### src/rtl/vga_timing_gen_if.sv
// ============================================================================
// Module      : vga_timing_gen_if
// Description : Raster timing bundle between the timing generator (master)
//               and the drawing/overlay stages that consume it (slave).
// Revision    : 1.0 - initial release
// ============================================================================
`default_nettype none

interface vga_timing_gen_if;
    logic        en;            // pixel-advance enable, driven by the consumer side
    logic [10:0] hcount;        // horizontal position
    logic [10:0] vcount;        // vertical position
    logic        hsync;         // horizontal sync at configured polarity
    logic        vsync;         // vertical sync at configured polarity
    logic        hblnk;         // horizontal blanking
    logic        vblnk;         // vertical blanking
    logic        frame_start;   // one-cycle strobe at pixel (0,0)

    // Timing generator side
    modport master (
        input  en,
        output hcount,
        output vcount,
        output hsync,
        output vsync,
        output hblnk,
        output vblnk,
        output frame_start
    );

    // Video pipeline side
    modport slave (
        output en,
        input  hcount,
        input  vcount,
        input  hsync,
        input  vsync,
        input  hblnk,
        input  vblnk,
        input  frame_start
    );
endinterface

`default_nettype wire

### src/rtl/vga_timing_gen.sv
// ============================================================================
// Module      : vga_timing_gen
// Description : Raster timing generator. Two wrapping counters with
//               comparator decode; every output is registered from the
//               next-state counter values so all outputs describe the same
//               pixel as the hcount/vcount presented alongside them.
// Revision    : 1.0 - initial release
// ============================================================================
`default_nettype none

module vga_timing_gen #(
    parameter int H_ACTIVE = 800,
    parameter int H_FP     = 40,
    parameter int H_SYNC   = 128,
    parameter int H_BP     = 88,
    parameter int V_ACTIVE = 600,
    parameter int V_FP     = 1,
    parameter int V_SYNC   = 4,
    parameter int V_BP     = 23,
    parameter bit HS_POL   = 1'b1,
    parameter bit VS_POL   = 1'b1
) (
    input  wire logic         pclk,
    input  wire logic         rst,      // active-low, synchronous
    vga_timing_gen_if.master  bus
);

    // Geometry constants, all reduced to the 11-bit compare domain
    localparam logic [10:0] c_h_last     = 11'(H_ACTIVE + H_FP + H_SYNC + H_BP - 1);
    localparam logic [10:0] c_v_last     = 11'(V_ACTIVE + V_FP + V_SYNC + V_BP - 1);
    localparam logic [10:0] c_h_active   = 11'(H_ACTIVE);
    localparam logic [10:0] c_v_active   = 11'(V_ACTIVE);
    localparam logic [10:0] c_hs_start   = 11'(H_ACTIVE + H_FP);
    localparam logic [10:0] c_hs_end     = 11'(H_ACTIVE + H_FP + H_SYNC - 1);
    localparam logic [10:0] c_vs_start   = 11'(V_ACTIVE + V_FP);
    localparam logic [10:0] c_vs_end     = 11'(V_ACTIVE + V_FP + V_SYNC - 1);

    logic [10:0] hcount_q, hcount_d;
    logic [10:0] vcount_q, vcount_d;
    logic        hsync_q,  hsync_d;
    logic        vsync_q,  vsync_d;
    logic        hblnk_q,  hblnk_d;
    logic        vblnk_q,  vblnk_d;
    logic        fstart_q, fstart_d;

    // Advance values for the counters; only taken when en is high
    always_comb begin
        hcount_d = hcount_q + 11'd1;
        vcount_d = vcount_q;
        if (hcount_q == c_h_last) begin
            hcount_d = 11'd0;
            if (vcount_q == c_v_last) begin
                vcount_d = 11'd0;
            end else begin
                vcount_d = vcount_q + 11'd1;
            end
        end
    end

    // Decode on the advance values so the registered flags line up with the counters
    always_comb begin
        hblnk_d  = (hcount_d >= c_h_active);
        vblnk_d  = (vcount_d >= c_v_active);
        hsync_d  = ((hcount_d >= c_hs_start) && (hcount_d <= c_hs_end)) ? HS_POL : ~HS_POL;
        // vcount only moves on the line wrap, so vsync changes with hcount==0
        vsync_d  = ((vcount_d >= c_vs_start) && (vcount_d <= c_vs_end)) ? VS_POL : ~VS_POL;
        fstart_d = (hcount_d == 11'd0) && (vcount_d == 11'd0);
    end

    // State registers: reset beats enable; the strobe self-clears while stalled
    always_ff @(posedge pclk) begin
        if (!rst) begin
            hcount_q <= 11'd0;
            vcount_q <= 11'd0;
            hsync_q  <= ~HS_POL;
            vsync_q  <= ~VS_POL;
            hblnk_q  <= 1'b0;
            vblnk_q  <= 1'b0;
            fstart_q <= 1'b0;
        end else if (bus.en) begin
            hcount_q <= hcount_d;
            vcount_q <= vcount_d;
            hsync_q  <= hsync_d;
            vsync_q  <= vsync_d;
            hblnk_q  <= hblnk_d;
            vblnk_q  <= vblnk_d;
            fstart_q <= fstart_d;
        end else begin
            fstart_q <= 1'b0;
        end
    end

    assign bus.hcount      = hcount_q;
    assign bus.vcount      = vcount_q;
    assign bus.hsync       = hsync_q;
    assign bus.vsync       = vsync_q;
    assign bus.hblnk       = hblnk_q;
    assign bus.vblnk       = vblnk_q;
    assign bus.frame_start = fstart_q;

endmodule

`default_nettype wire
### src/flat_wrapper.sv
// flat-port wrapper written by rule: the top's interface ports become plain ports
module vga_timing_gen_flat 
#(
    parameter int H_ACTIVE = 800,
    parameter int H_FP     = 40,
    parameter int H_SYNC   = 128,
    parameter int H_BP     = 88,
    parameter int V_ACTIVE = 600,
    parameter int V_FP     = 1,
    parameter int V_SYNC   = 4,
    parameter int V_BP     = 23,
    parameter bit HS_POL   = 1'b1,
    parameter bit VS_POL   = 1'b1
)
  (pclk, rst, bus_en, bus_hcount, bus_vcount, bus_hsync, bus_vsync, bus_hblnk, bus_vblnk, bus_frame_start);
  vga_timing_gen_if bus_i ();
  input  wire logic pclk;
  input  wire logic rst;
  input wire logic [$bits(bus_i.en)-1:0] bus_en;
  output wire logic [$bits(bus_i.hcount)-1:0] bus_hcount;
  output wire logic [$bits(bus_i.vcount)-1:0] bus_vcount;
  output wire logic [$bits(bus_i.hsync)-1:0] bus_hsync;
  output wire logic [$bits(bus_i.vsync)-1:0] bus_vsync;
  output wire logic [$bits(bus_i.hblnk)-1:0] bus_hblnk;
  output wire logic [$bits(bus_i.vblnk)-1:0] bus_vblnk;
  output wire logic [$bits(bus_i.frame_start)-1:0] bus_frame_start;
  assign bus_i.en = bus_en;
  assign bus_hcount = bus_i.hcount;
  assign bus_vcount = bus_i.vcount;
  assign bus_hsync = bus_i.hsync;
  assign bus_vsync = bus_i.vsync;
  assign bus_hblnk = bus_i.hblnk;
  assign bus_vblnk = bus_i.vblnk;
  assign bus_frame_start = bus_i.frame_start;
  vga_timing_gen #(.H_ACTIVE(H_ACTIVE), .H_FP(H_FP), .H_SYNC(H_SYNC), .H_BP(H_BP), .V_ACTIVE(V_ACTIVE), .V_FP(V_FP), .V_SYNC(V_SYNC), .V_BP(V_BP), .HS_POL(HS_POL), .VS_POL(VS_POL)) u_core (.pclk(pclk), .rst(rst), .bus(bus_i));
endmodule
### config.mk
export PLATFORM = sky130hd
export DESIGN_NAME = vga_timing_gen_flat
export DESIGN_NICKNAME = d
export VERILOG_FILES = /design/src/rtl/vga_timing_gen_if.sv /design/src/rtl/vga_timing_gen.sv /design/src/flat_wrapper.sv
export SDC_FILE = /design/constraint.sdc
export NUM_CORES = 1
export LEC_CHECK = 0
export ABC_CLOCK_PERIOD_IN_PS = 2080
export BUFFER_PORTS_ARGS = -buffer_cell sky130_fd_sc_hd__buf_4
export CORE_ASPECT_RATIO = 1.75
export CORE_UTILIZATION = 51
export DETAILED_ROUTE_END_ITERATION = 16
export GPL_TIMING_DRIVEN = 0
export PLACE_DENSITY = 0.78
export RECOVER_POWER = 100
export SYNTH_ARGS = -nofsm -noshare
export SYNTH_HDL_FRONTEND = slang
export SYNTH_SLANG_ARGS = --single-unit
### constraint.sdc
create_clock -name pclk -period 2.08 [get_ports pclk]
set_clock_uncertainty 0.1 [all_clocks]
set_input_delay 0.208 -clock pclk [delete_from_list [all_inputs] [get_ports pclk]]
set_output_delay 0.208 -clock pclk [all_outputs]
set_load 0.01 [all_outputs]
# After elaboration in Yosys (flattened, before gate mapping)
# Index checks and enable logic that the tools add are counted.
[op_classes]
n_mux = 5
addsub = 2
reduce_logical = 6
order_cmp = 6
eq_ne = 2
[op_table]
columns = ["operator", "n"]
rows = [
  ["$ge A11 B10 Y1 const B", 4],
  ["$mux W11", 3],
  ["$add A11 B1 Y11 const B", 2],
  ["$le A11 B10 Y1 const B", 2],
  ["$logic_not A11 Y1", 2],
  ["$eq A11 B10 Y1 const B", 1],
  ["$eq A11 B11 Y1 const B", 1],
  ["$logic_and A1 B1 Y1", 3],
  ["$mux W1", 2],
  ["$reduce_and A2 Y1", 1],
]
[word_totals]
input_bits = 3
out_inout_bits = 27
register_bits = 27

# Depth between registers and ports, before layout
# Gate-level depths: netlist of the first run.
[depth]
word_depth = 6
mapped_depth = 11

# Least setup slack after synthesis of the first run
# No wires, ideal clock.
[synth_path]
path_type = "register to register"
start = "reg u_core.hcount_q[0], in the netlist u_core.bus.hcount[0]"
end = "reg u_core.fstart_q, in the netlist u_core.bus.frame_start"
stages_incl_launch_ff = 12
slack_ns = -0.220
period_less_slack_ns = 2.300
arrival_ns = 2.108
path_cell_list = "dfxtp_1 -> ha_1 -> buf_2 -> and4_1 -> buf_2 -> and3_2 -> buf_4 -> buf_4 -> a31oi_1 -> nor3b_1 -> nand4_1 -> nor4_1"
[synth_via]
elab_chain_len = 4
word_cells_on_any_way = 7
classes_between = "1 x add/sub; 1 x eq/ne; 2 x mux; 3 x reduce/logical"
[synth_rtl]
columns = ["element", "line_no", "source"]
rows = [
  ["from (decl)", "vga_timing_gen.sv:38", "logic [10:0] hcount_q, hcount_d;"],
  ["from (signal assigned)", "vga_timing_gen.sv:81", "hcount_q <= hcount_d;"],
  ["$add A11 B1 Y11 or $eq A11 B11 Y1 (tied branches)", "vga_timing_gen.sv:48, vga_timing_gen.sv:50", ""],
  ["$mux W11", "vga_timing_gen.sv:50", "if (hcount_q == c_h_last) begin"],
  ["$logic_not A11 Y1", "vga_timing_gen.sv:67", "fstart_d = (hcount_d == 11'd0) && (vcount_d == 11'd0);"],
  ["$logic_and A1 B1 Y1 (*)", "vga_timing_gen.sv:67", ""],
  ["to (signal assigned)", "vga_timing_gen.sv:87", "fstart_q <= fstart_d;"],
  ["to (decl)", "vga_timing_gen.sv:44", "logic fstart_q, fstart_d;"],
]
# Every way passes the cells marked *; elsewhere a longest branch is shown, timed or not.
# A chain may end at the register's enable or synchronous reset.

# Worst setup path after layout of the first run
[layout_path]
start = "reg u_core.hcount_q[9], in the netlist u_core.bus.hcount[9]"
end = "reg u_core.fstart_q, in the netlist u_core.bus.frame_start"
# The elaborated chain is that of the path after synthesis.

==> results of run 1 <==
Yosys cell counts, drive strengths merged (9+ instances only):
master  number
nor2b       10
and2        10
xnor2       12
a21oi       11
nand4       14
clkbuf      13
nand2       23
and3         9
dfxtp       27
o21ai       13
a31oi        9
nor2        12
nand3       13
worst max-delay path, cell delays in order (launching register included):
cell	delay [ns]
dfxtp_1	0.43
nor4b_4	0.25
buf_4	0.18
nand3_4	0.12
or4_4	0.57
and2_4	0.20
a31oi_2	0.15
nor4_2	0.07
what timing repair did:
| item | in CTS | in global routing |
|---|---|---|
| buffers inserted | 20 | 4 |
| pin swaps | 17 | 7 |
| gates resized for setup | 32 | 26 |
| endpoints found under the setup margin | 14 | 11 |
| gates cloned | 1 | 0 |
layout make-up:
| type | count | area, um^2 |
|---|---|---|
| buffer | 17 | 126 |
| clock buffer | 3 | 41.3 |
| clock inverter | 1 | 7.51 |
| fill | 326 | 992 |
| inverter | 5 | 18.8 |
| multi-input combinational | 199 | 1470 |
| sequential | 27 | 561 |
| tap | 46 | 57.6 |
| timing repair buffer | 52 | 354 |
routing by layer:
layer | global-route usage (%) | part of all wire (%) | wire length, um
met5 | 0 | 0 | 0
met1 | 33.6 | 36 | 2280
met3 | 3.10 | 5.3 | 335
met2 | 56.6 | 54 | 3360
met4 | 20.9 | 4.8 | 302
kinds of logic (layout without fill, tap and decap cells):
group,Yosys count,in the layout
AOI/OAI and AO/OA,54,54
DFF,27,27
adders and majority gates,3,3
and+or+nand+nor,121,121
xor gates and xnor gates,17,17
muxes,4,4
buffers and inverters,26,78
flip-flops by register name, indices dropped and copies added (netlist names):
name,flops
u_core.bus.hsync,1
u_core.bus.vcount,11
u_core.bus.vsync,1
u_core.bus.frame_start,1
u_core.bus.hcount,11
u_core.bus.vblnk,1
u_core.bus.hblnk,1
per-stage QoR:
step / total power (uW) / setup TNS, ns / cell area (um^2)
floorplan: 598 / -0.115 / 2030
global placement: 628 / -1.82 / 2290
detailed placement: 630 / -1.79 / 2290
CTS: 967 / -0.0465 / 2590
global route: 990 / -0.991 / 2640
finish: 968 / -0.340 / 2640
where the power goes:
part / internal [uW] / switching (uW) / leakage (uW) / total (uW)
registers: 521 / 9.48 / 0.000223 / 530
logic: 45.6 / 61.3 / 0.000708 / 107
clock network: 137 / 194 / 0.0000217 / 331
total: 703 / 265 / 0.000953 / 968
worst max path at each step:
stage | slack (ns) | endpoint
floorplan | -0.06 | u_core.bus.vblnk
global placement | -0.43 | u_core.bus.frame_start
detailed placement | -0.39 | u_core.bus.frame_start
CTS | -0.03 | u_core.bus.frame_start
global route | -0.20 | u_core.bus.frame_start
finish | -0.1 | u_core.bus.frame_start
==> qor.tcl, run 1 <==
set qor(outcome) {complete, but fails checks}
set qor(violations) {setup timing}
set qor(synth-edff-count) 0
set qor(synth.top_cells.by_area) {dfxtp_1 28%, xnor2_1 5.4%, nand4_1 4.5%}
set qor(worst_pin_slew_ns) 0.584
set qor(final_net_count) 311
set qor(synth_xor_area_share_pct) 7.62
set qor(floorplan.die.height_um) 83.9
set qor(crit_required_ns) 2.16
set qor(synth_cell_type_count) 57
set qor(fp.dieW_um) 48.8
set qor(synth.ff_latch_count) 27
set qor(drt-total-wl_mm) 6.28
set qor(drc) 0
set qor(arrival_ns) 2.26
set qor(synthesis.area_um2) 1950
set qor(layout-drive-gt1-share_pct) 29.6
set qor(timing.fmax_mhz) 460
set qor(post_route_minimum_period_ns) 2.18
set qor(port-buffer-count) 27
set qor(cts_buffer_depth) 2
set qor(synth_nets) 258
set qor(yosys.area.top_type) {dfxtp_1}
set qor(fin_cells) 350
set qor(floorplan.core_area_um2) 3630
set qor(whs_path_depth) 2
set qor(postLayoutSetupSlackWorst_ns) -0.0952
set qor(placement.setup.worst_slack_ns) -0.390
set qor(via_count) 2208
set qor(grt_setup_unrepaired) {true}
set qor(mean_cell_area_of_the_mapped_netlist_um2) 7.75
set qor(hold_end) {u_core.bus.vcount[8]}
set qor(cts_root_buffer) {clkbuf_8}
set qor(cts_htree_levels) 1
set qor(ys.flop_type) {dfxtp_1}
set qor(min-delay-path-class) {in -> reg}
set qor(clk_latency_ns) 0.29
set qor(rr_startpoint) {u_core.bus.hcount[9]}
set qor(grt_first_pass_wirelength_mm) 9.95
set qor(most-common-layout-cells) {28 x buf_4, 24 x clkbuf_1, 21 x nand2_1, 21 x dfxtp_1, 14 x nand4_1}
set qor(ys_async_sr_fraction_pct) 0
set qor(hold_start) {rst}
set qor(floorplan.initialDensity_pct) 53.8
set qor(drt-pass1-iter-count) 5
set qor(vias_per_cell) 6.31
set qor(synthAdderAreaFrac_pct) 1.92
set qor(slew_headroom_pct) 61.0
set qor(p_leak_uw) 0.000953
set qor(worst_setup_hold_path_clk_slew_ns) 0.11
set qor(drv.max_cap_violation_count) 0
set qor(vdd.ir_drop.worst_mv) 0.376
set qor(detailedPlacementHpwl_mm) 4.08
set qor(grt_usage_pct) 31.4
set qor(criticalPathCategory) {reg -> reg}
set qor(synthDominantCellAreaShare_pct) 27.7
set qor(yosys_warnings) 0
set qor(crit_path_end_kind) {register}
set qor(antenna_found_initial) 0
set qor(slew_viol_final) 0
set qor(finalHoldWorstSlack_ns) 0.289
set qor(antenna_cells_inserted) 0
set qor(synthToLayoutAreaGrowth_pct) 35.0
set qor(fp-row-count) 29
set qor(globalRoute.totalOverflow) 0
set qor(drt-wirelength-per-cell_um) 17.9
set qor(io_pins) 30
set qor(detail_route.iter0.violations) 124
set qor(gpl_wtd_cong) 0.963
set qor(layout.cells.most_common) {buf_4}
set qor(post_synth_inst_count) 252
set qor(finalHoldViolations) 0
set qor(reg2reg_depth) 7
set qor(report.final.setup_viol) 5
set qor(synth_simple_gate_area_share_pct) 36.3
set qor(seq_area_frac_synth_pct) 27.7
set qor(synth.mux.area_fraction_pct) 2.18
set qor(start_kind) {register}
set qor(tritoncts) {built}
set qor(detail-route-antenna-nets) 0
set qor(pin_count_of_the_biggest_net_entering_global_routing) 17
set qor(reg2reg_setup_slack_ns) -0.1
set qor(cts.sinks) 27
set qor(timing.critical_path.fanout_max) 8
set qor(layout.core_utilization_pct) 72.7
set qor(cts_hold_buffers) 0
set qor(r2r-end) {u_core.bus.frame_start}
set qor(cp-startpoint) {u_core.bus.hcount[9]}
set qor(placed_cells) 325
set qor(die_area_um2) 4090
set qor(number_of_global_route_vias_before_repair) 2086
set qor(synth-compound-area-share_pct) 18.3
set qor(power.density_nw_per_um2) 367
set qor(synth_top_family_by_area) {simple AND/OR/NAND/NOR gates}
set qor(finalCritPeriodShare_pct) 105
set qor(cts_inserted_buffers) 3
Note: power is estimated with default switching activity, not from simulation.
==> run 2: changes to the inputs <==
- CORE_MARGIN: not set -> 2
- MAX_ROUTING_LAYER: not set -> met4
==> qor.tcl, run 2 (synthesis gave the netlist of run 1 again) <==
set qor(outcome) {complete, but fails checks} ;# unchanged
set qor(power.density_nw_per_um2) 357 ;# was 367 nW/um^2
set qor(pin_count_of_the_biggest_net_entering_global_routing) 15 ;# was 17
set qor(crit_path_buffers_inverters) 1 ;# unchanged
set qor(max_stage_delay_ns) 0.52 ;# was 0.57 ns
set qor(cts_inserted_buffers) 3 ;# unchanged
set qor(floorplan.core_area_um2) 3660 ;# was 3630 um^2
set qor(drv.max_cap_violation_count) 0 ;# unchanged
set qor(grt_setup_unrepaired) {true} ;# unchanged
set qor(crit_required_ns) 2.20 ;# was 2.16 ns
set qor(min-delay-path-class) {in -> reg} ;# unchanged
set qor(floorplan.die.height_um) 85.9 ;# was 83.9 um
set qor(timing.critical_path.slowest_stage_cell) {or4_4} ;# unchanged
set qor(fp-row-count) 29 ;# unchanged
set qor(pwr-share-comb_pct) 11.0 ;# was 11.1%
set qor(placed_cells) 325 ;# unchanged
set qor(criticalPathCategory) {reg -> reg} ;# unchanged
set qor(violations) {setup timing} ;# unchanged
set qor(number_of_global_route_vias_before_repair) 2056 ;# was 2086
set qor(layout-drive-gt1-share_pct) 34.0 ;# was 29.6%
set qor(port-buffer-count) 27 ;# unchanged
set qor(detail-route-antenna-nets) 0 ;# unchanged
set qor(cts.sinks) 27 ;# unchanged
set qor(synthToLayoutAreaGrowth_pct) 35.7 ;# was 35.0%
set qor(critPathTopFamily) {simple AND/OR/NAND/NOR gates} ;# unchanged
set qor(cellInternalPower_uw) 703 ;# about the same
set qor(pwr-share-clk_pct) 32.8 ;# was 34.2%
set qor(arrival_ns) 2.23 ;# was 2.26 ns
set qor(die_area_um2) 4360 ;# was 4090 um^2
set qor(total_power_uw) 946 ;# was 968 uW
set qor(report.final.setup_viol) 3 ;# was 5
set qor(finalCritPeriodShare_pct) 101 ;# was 105%
set qor(globalRoute.totalOverflow) 0 ;# unchanged
set qor(worst_setup_hold_path_clk_slew_ns) 0.10 ;# was 0.11 ns
set qor(most-common-layout-cells) {43 x buf_4, 22 x nand2_1, 17 x dfxtp_1} ;# was 28 x buf_4, 24 x clkbuf_1, 21 x nand2_1, 21 x dfxtp_1, 14 x nand4_1
set qor(cts_htree_levels) 1 ;# unchanged
set qor(fin_cells) 349 ;# was 350
set qor(drt-total-wl_mm) 6.39 ;# was 6.28 mm
set qor(detail_route.iter0.violations) 107 ;# was 124
set qor(floorplan.initialDensity_pct) 53.3 ;# was 53.8%
set qor(post_route_minimum_period_ns) 2.10 ;# was 2.18 ns
set qor(timing.fmax_mhz) 476 ;# was 460 MHz
set qor(vias_per_cell) 6.32 ;# was 6.31
set qor(layout.cells.most_common) {buf_4} ;# unchanged
set qor(grt_usage_pct) 30.7 ;# was 31.4%
set qor(fp.dieW_um) 50.8 ;# was 48.8 um
set qor(cts_buffer_depth) 2 ;# unchanged
set qor(slew_viol_final) 0 ;# unchanged
set qor(crit_path_end_kind) {register} ;# unchanged
set qor(drt-wirelength-per-cell_um) 18.3 ;# was 17.9 um
set qor(use_met3_pct) 3.14 ;# was 3.10%
set qor(grt_use_met1_pct) 32.8 ;# was 33.6%
set qor(detailedPlacementHpwl_mm) 4.13 ;# was 4.08 mm
set qor(via_count) 2206 ;# was 2208
set qor(gr_peak_layer) {met2} ;# unchanged
set qor(drc) 0 ;# unchanged
set qor(start_kind) {register} ;# unchanged
set qor(vdd.ir_drop.worst_mv) 0.323 ;# was 0.376 mV
set qor(cts_root_buffer) {clkbuf_8} ;# unchanged
set qor(slew_headroom_pct) 59.6 ;# was 61.0%
set qor(grt_first_pass_wirelength_mm) 10.0 ;# was 9.95 mm
set qor(finalHoldWorstSlack_ns) 0.312 ;# was 0.289 ns
set qor(postLayoutCellArea_um2) 2650 ;# was 2640 um^2
set qor(gpl_wtd_cong) 0.986 ;# was 0.963
set qor(postLayoutSetupSlackWorst_ns) -0.0218 ;# was -0.0952 ns
set qor(p_leak_uw) 0.000950 ;# was 0.000953 uW
set qor(post_placement_cell_area_um2) 2290 ;# unchanged
set qor(placement.setup.worst_slack_ns) -0.412 ;# was -0.390 ns
set qor(antenna_found_initial) 0 ;# unchanged
set qor(finalHoldViolations) 0 ;# unchanged
set qor(power.net_switching_uw) 243 ;# was 265 uW
set qor(timing.critical_path.fanout_max) 5 ;# was 8
set qor(pwr-share-seq_pct) 56.2 ;# was 54.8%
set qor(groute.layer.met2.usage_pct) 51.7 ;# was 56.6%
set qor(drt-pass1-iter-count) 4 ;# was 5
set qor(clk_latency_ns) 0.28 ;# was 0.29 ns
set qor(antenna_cells_inserted) 0 ;# unchanged
set qor(tritoncts) {built} ;# unchanged
set qor(final_net_count) 310 ;# was 311
set qor(io_pins) 30 ;# unchanged
set qor(cp_cell_sequence) {nor4b_4 > buf_4 > nand3_4 > or4_4 > and2_4 > o21ai_2 > o2111a_1} ;# was nor4b_4 > buf_4 > nand3_4 > or4_4 > and2_4 > a31oi_2 > nor4_2
set qor(power.switching_fraction_pct) 25.7 ;# was 27.3%
set qor(reg2reg_setup_slack_ns) -0.02 ;# was -0.1 ns
set qor(cts_hold_buffers) 0 ;# unchanged
set qor(worst_pin_slew_ns) 0.607 ;# was 0.584 ns
run 2: changes by cell type in the layout (fill, tap and decap cells not counted), sizes merged:
cell	previous run	this run
clkinvlp	1	0
nand3	13	14
and3	9	10
buf	42	49
clkbuf	30	21
run 2: path summary, 6_finish.rpt:
check                        from  cells after the start              endpoint
max reg2reg  u_core.bus.hcount[8]                      7      u_core.bus.vblnk
min reg2reg      u_core.bus.hsync                      2      u_core.bus.hsync
max          u_core.bus.hcount[8]                      7      u_core.bus.vblnk
min                           rst                      2  u_core.bus.vcount[1]
run 2: repair_timing:
item,in CTS,in global routing
endpoints found under the setup margin,15,12
setup buffers,19,3
gates resized for setup,32,21
gates cloned,3,0
pin swaps,17,9
run 2: metal layers:
| metal | up-vias | share of wire [%] |
|---|---|---|
| li1 | 1025 | - |
| met2 | 114 | 52 |
| met4 | 0 | 7.1 |
| met1 | 1016 | 36 |
| met3 | 51 | 5.3 |
| met5 | - | 0 |
run 2: stage by stage:
stage / util, % / TNS [ns]
2_1_floorplan: - / -0.115
3_3_place_gp: 62.6 / -1.86
3_5_place_dp: 62.6 / -2.08
4_1_cts: 70.4 / -0.0119
5_1_grt: 72.3 / -0.544
6_report: 72.3 / -0.0460
run 2: cell type report:
class                      count  area, um^2
multi-input combinational    201        1510
fill                         308        1010
sequential                    27         566
timing repair buffer          50         349
buffer                        16         108
tap                           46        57.6
clock buffer                   4        45.0
inverter                       5        18.8
run 2: power by group through the flow:
stage | combinational [uW] | clock (uW) | sequential (uW)
final | 104 | 310 | 532
after global routing | 113 | 330 | 533
after CTS | 99.4 | 315 | 532
after detailed placement | 84.8 | 0 | 545
after global placement | 83.6 | 0 | 545
after floorplan | 50.9 | 0 | 547
==> run 3: changes to the inputs <==
- ABC_AREA: not set -> 1
==> qor.tcl, run 3 <==
set qor(outcome) {complete, but fails checks} ;# unchanged
set qor(violations) {setup timing} ;# unchanged
set qor(reg2reg_depth) 14 ;# was 7
set qor(antenna_found_initial) 0 ;# unchanged
set qor(pin_count_of_the_biggest_net_entering_global_routing) 16 ;# was 15
set qor(post_route_minimum_period_ns) 2.08 ;# was 2.10 ns
set qor(placed_cells) 374 ;# was 325
set qor(ys_async_sr_fraction_pct) 0 ;# unchanged
set qor(pwr-share-clk_pct) 25.9 ;# was 32.8%
set qor(criticalPathCategory) {reg -> reg} ;# unchanged
set qor(power.net_switching_uw) 407 ;# was 243 uW
set qor(fill_cells) 346 ;# was 308
set qor(worst_pin_slew_ns) 0.556 ;# was 0.607 ns
set qor(detail_route.iter0.violations) 54 ;# was 107
set qor(r2r-end) {u_core.bus.vsync} ;# was u_core.bus.vblnk
set qor(cp-endpoint) {u_core.bus.vsync} ;# was u_core.bus.vblnk
set qor(slew_headroom_pct) 62.9 ;# was 59.6%
set qor(seq_area_frac_synth_pct) 28.9 ;# was 27.7%
set qor(number_of_global_route_vias_before_repair) 2139 ;# was 2056
set qor(most_common_library_cells_after_synthesis) {73 x nand2_1, 41 x inv_1, 27 x dfxtp_1} ;# was 27 x dfxtp_1, 23 x nand2_1, 14 x nand4_1
set qor(yosys.area.top_type) {dfxtp_1} ;# unchanged
set qor(yosys_warnings) 0 ;# unchanged
set qor(placement.setup.worst_slack_ns) -0.223 ;# was -0.412 ns
set qor(gpl_wtd_cong) 0.904 ;# was 0.986
set qor(drv.max_cap_violation_count) 0 ;# unchanged
set qor(synth-compound-area-share_pct) 17.8 ;# was 18.3%
set qor(drt-wirelength-per-cell_um) 15.1 ;# was 18.3 um
set qor(mean_cell_area_of_the_mapped_netlist_um2) 6.24 ;# was 7.75 um^2
set qor(layout-drive-gt1-share_pct) 31.0 ;# was 34.0%
set qor(synthAdderAreaFrac_pct) 2.01 ;# was 1.92%
set qor(power.switching_fraction_pct) 33.7 ;# was 25.7%
set qor(finalHoldWorstSlack_ns) 0.114 ;# was 0.312 ns
set qor(detailedPlacementHpwl_mm) 4.13 ;# about the same
set qor(grt_usage_pct) 29.7 ;# was 30.7%
set qor(fp-row-count) 29 ;# unchanged
set qor(crit_path_buffers_inverters) 1 ;# unchanged
set qor(max_stage_delay_ns) 0.38 ;# was 0.52 ns
set qor(min-delay-path-class) {in -> reg} ;# unchanged
set qor(drt-pass1-iter-count) 4 ;# unchanged
set qor(rr_startpoint) {u_core.bus.hcount[1]} ;# was u_core.bus.hcount[8]
set qor(synthMostInstantiatedCell) {nand2_1} ;# was dfxtp_1
set qor(worstSetupPathDepth) 14 ;# was 7
set qor(cellInternalPower_uw) 799 ;# was 703 uW
set qor(globalRoute.totalOverflow) 0 ;# unchanged
set qor(postLayoutSetupSlackWorst_ns) -0.00438 ;# was -0.0218 ns
set qor(cts.sinks) 27 ;# unchanged
set qor(layout.cells.most_common) {nand2_1} ;# was buf_4
set qor(cp-startpoint) {u_core.bus.hcount[1]} ;# was u_core.bus.hcount[8]
set qor(critPathTopFamily) {simple AND/OR/NAND/NOR gates} ;# unchanged
set qor(synth.ff_latch_count) 27 ;# unchanged
set qor(timing.critical_path.slowest_stage_cell) {dfxtp_2} ;# was or4_4
set qor(timing.critical_path.fanout_max) 8 ;# was 5
set qor(layout.core_utilization_pct) 70.1 ;# was 72.3%
set qor(antenna_cells_inserted) 0 ;# unchanged
set qor(io_pins) 30 ;# unchanged
set qor(worst_setup_hold_path_clk_slew_ns) 0.10 ;# about the same
set qor(cts_hold_buffers) 0 ;# unchanged
set qor(reg2reg_setup_slack_ns) -0.004 ;# was -0.02 ns
set qor(via_count) 2251 ;# was 2206
set qor(drc) 0 ;# unchanged
set qor(synth-edff-count) 0 ;# unchanged
set qor(vias_per_cell) 5.71 ;# was 6.32
set qor(die_area_um2) 4190 ;# was 4360 um^2
set qor(start_kind) {register} ;# unchanged
set qor(grt_setup_unrepaired) {true} ;# unchanged
set qor(synth.mux.area_fraction_pct) 0 ;# was 2.18%
set qor(p_leak_uw) 0.00112 ;# was 0.000950 uW
set qor(most-common-layout-cells) {61 x nand2_1, 40 x inv_1, 37 x buf_4} ;# was 43 x buf_4, 22 x nand2_1, 17 x dfxtp_1
set qor(crit_required_ns) 2.19 ;# was 2.20 ns
set qor(pwr-share-seq_pct) 49.4 ;# was 56.2%
set qor(slew_viol_final) 0 ;# unchanged
set qor(detail-route-antenna-nets) 0 ;# unchanged
set qor(post_placement_cell_area_um2) 2140 ;# was 2290 um^2
set qor(tritoncts) {built} ;# unchanged
set qor(synth_top_family_by_area) {simple AND/OR/NAND/NOR gates} ;# unchanged
set qor(pwr-share-comb_pct) 24.7 ;# was 11.0%
set qor(final_net_count) 355 ;# was 310
set qor(floorplan.initialDensity_pct) 52.6 ;# was 53.3%
set qor(floorplan.die.height_um) 84.1 ;# was 85.9 um
set qor(synth_simple_gate_area_share_pct) 37.7 ;# was 36.3%
set qor(synthDominantCellAreaShare_pct) 28.9 ;# was 27.7%
set qor(fp.dieW_um) 49.8 ;# was 50.8 um
set qor(cts_htree_levels) 1 ;# unchanged
set qor(clk_latency_ns) 0.28 ;# about the same
set qor(finalHoldViolations) 0 ;# unchanged
set qor(power.density_nw_per_um2) 484 ;# was 357 nW/um^2
set qor(synth_cell_type_count) 31 ;# was 57
set qor(cts_buffer_depth) 2 ;# unchanged
set qor(grt_first_pass_wirelength_mm) 9.38 ;# was 10.0 mm
set qor(cts_inserted_buffers) 3 ;# unchanged
set qor(port-buffer-count) 28 ;# was 27
set qor(drt-total-wl_mm) 5.97 ;# was 6.39 mm
set qor(cts_root_buffer) {clkbuf_8} ;# unchanged
set qor(fin_cells) 394 ;# was 349
set qor(ys.flop_type) {dfxtp_1} ;# unchanged
set qor(synth_nets) 306 ;# was 258
set qor(report.final.setup_viol) 1 ;# was 3
set qor(vdd.ir_drop.worst_mv) 0.437 ;# was 0.323 mV
set qor(synthToLayoutAreaGrowth_pct) 33.3 ;# was 35.7%
set qor(crit_path_end_kind) {register} ;# unchanged
set qor(finalCritPeriodShare_pct) 100 ;# was 101%
set qor(synthesis.area_um2) 1870 ;# was 1950 um^2
set qor(postLayoutCellArea_um2) 2490 ;# was 2650 um^2
set qor(synth_xor_area_share_pct) 2.34 ;# was 7.62%
set qor(cp_cell_sequence) {ha_4 > nand2_4 > nor2_4 > nand4_4 > buf_6 > nand2_2 > nand2_2 > nand2_2 > nand2_2 > a21oi_4 > nand2_1 > nand2_1 > nand2_1 > a21oi_2} ;# was nor4b_4 > buf_4 > nand3_4 > or4_4 > and2_4 > o21ai_2 > o2111a_1
set qor(post_synth_inst_count) 300 ;# was 252
set qor(floorplan.core_area_um2) 3560 ;# was 3660 um^2
set qor(most_used_cell_cp) {nand2_2}
set qor(synth.top_cells.by_area) {dfxtp_1 29%, nand2_1 15%, inv_1 8.2%} ;# was dfxtp_1 28%, xnor2_1 5.4%, nand4_1 4.5%
set qor(timing.fmax_mhz) 480 ;# was 476 MHz
set qor(arrival_ns) 2.20 ;# was 2.23 ns
## run 3: cell count changes after synthesis, moves of 8 or more
cell     change
xnor2_1     -11
a21oi_1     +13
a31oi_1      -8
nor2_1      +15
nor2b_1     -10
inv_1       +37
o21ai_0     +14
and2_1       -8
nand2_1     +50
and3_1       -8
## run 3: repair_timing
| item | CTS | global route |
|---|---|---|
| pin swaps | 6 | 19 |
| resized for setup | 21 | 41 |
| endpoints found under the setup margin | 4 | 6 |
| setup buffers | 7 | 8 |
| cloned | 1 | 0 |
## run 3: cell type report
cell class / count / area, um^2 / area share [%]
flip-flops and latches: 27 / 559 / 22.4
well taps: 46 / 57.6 / 2.31
multi-input cells: 219 / 1310 / 52.4
clock buffers: 3 / 41.3 / 1.66
repair buffers: 44 / 313 / 12.5
plain buffers: 8 / 37.5 / 1.51
clock inverters: 1 / 5.00 / 0.201
inverters: 46 / 173 / 6.92
## run 3: how the worst min path moves through the flow
stage	start	to	slack (ns)	depth (start not counted)
after floorplan	rst	u_core.bus.hblnk	0.25	2
after global placement	u_core.bus.vsync	u_core.bus.vsync	0.37	2
after detailed placement	u_core.bus.vsync	u_core.bus.vsync	0.38	2
after CTS	rst	u_core.bus.hcount[7]	0.11	3
after global routing	rst	u_core.bus.hcount[7]	0.11	3
final	rst	u_core.bus.hcount[5]	0.11	3
## run 3: cells by family (layout without fill, tap and decap cells)
kind of cell | Yosys count | in the layout
buffers and inverters | 54 | 102
and+or+nand+nor | 150 | 150
DFF | 27 | 27
AOI/OAI and AO/OA | 61 | 61
xor gates and xnor gates | 5 | 5
adders and majority gates | 3 | 3
## run 3: worst reg2reg max path: stages (launching register included)
cell     delay, ns
dfxtp_2       0.38
ha_4          0.16
nand2_4       0.07
nor2_4        0.15
nand4_4       0.20
buf_6         0.20
nand2_2       0.05
nand2_2       0.06
nand2_2       0.07
nand2_2       0.06
a21oi_4       0.18
nand2_1       0.08
nand2_1       0.07
nand2_1       0.06
a21oi_2       0.13
## run 3: power groups by stage
stage          registers (uW)  clock network, uW  logic, uW
2_1_floorplan             607                  0        145
3_3_place_gp              602                  0        245
3_5_place_dp              603                  0        248
4_1_cts                   591                311        269
5_1_grt                   600                334        326
6_report                  595                312        298
## run 3: metrics by stage
| stage | power (uW) | TNS, ns |
|---|---|---|
| finish | 1210 | -0.00438 |
| global route | 1260 | -0.254 |
| CTS | 1170 | 0 |
| detailed placement | 852 | -0.669 |
| global placement | 847 | -0.604 |
| floorplan | 753 | 0 |
## run 3: routing by layer
layer	up-vias	GRT usage [%]	part of all wire, %
met5	-	-	0
met4	0	21.0	7.0
met3	33	2.15	3.7
met2	78	51.4	53
met1	1064	30.8	37
li1	1076	-	-
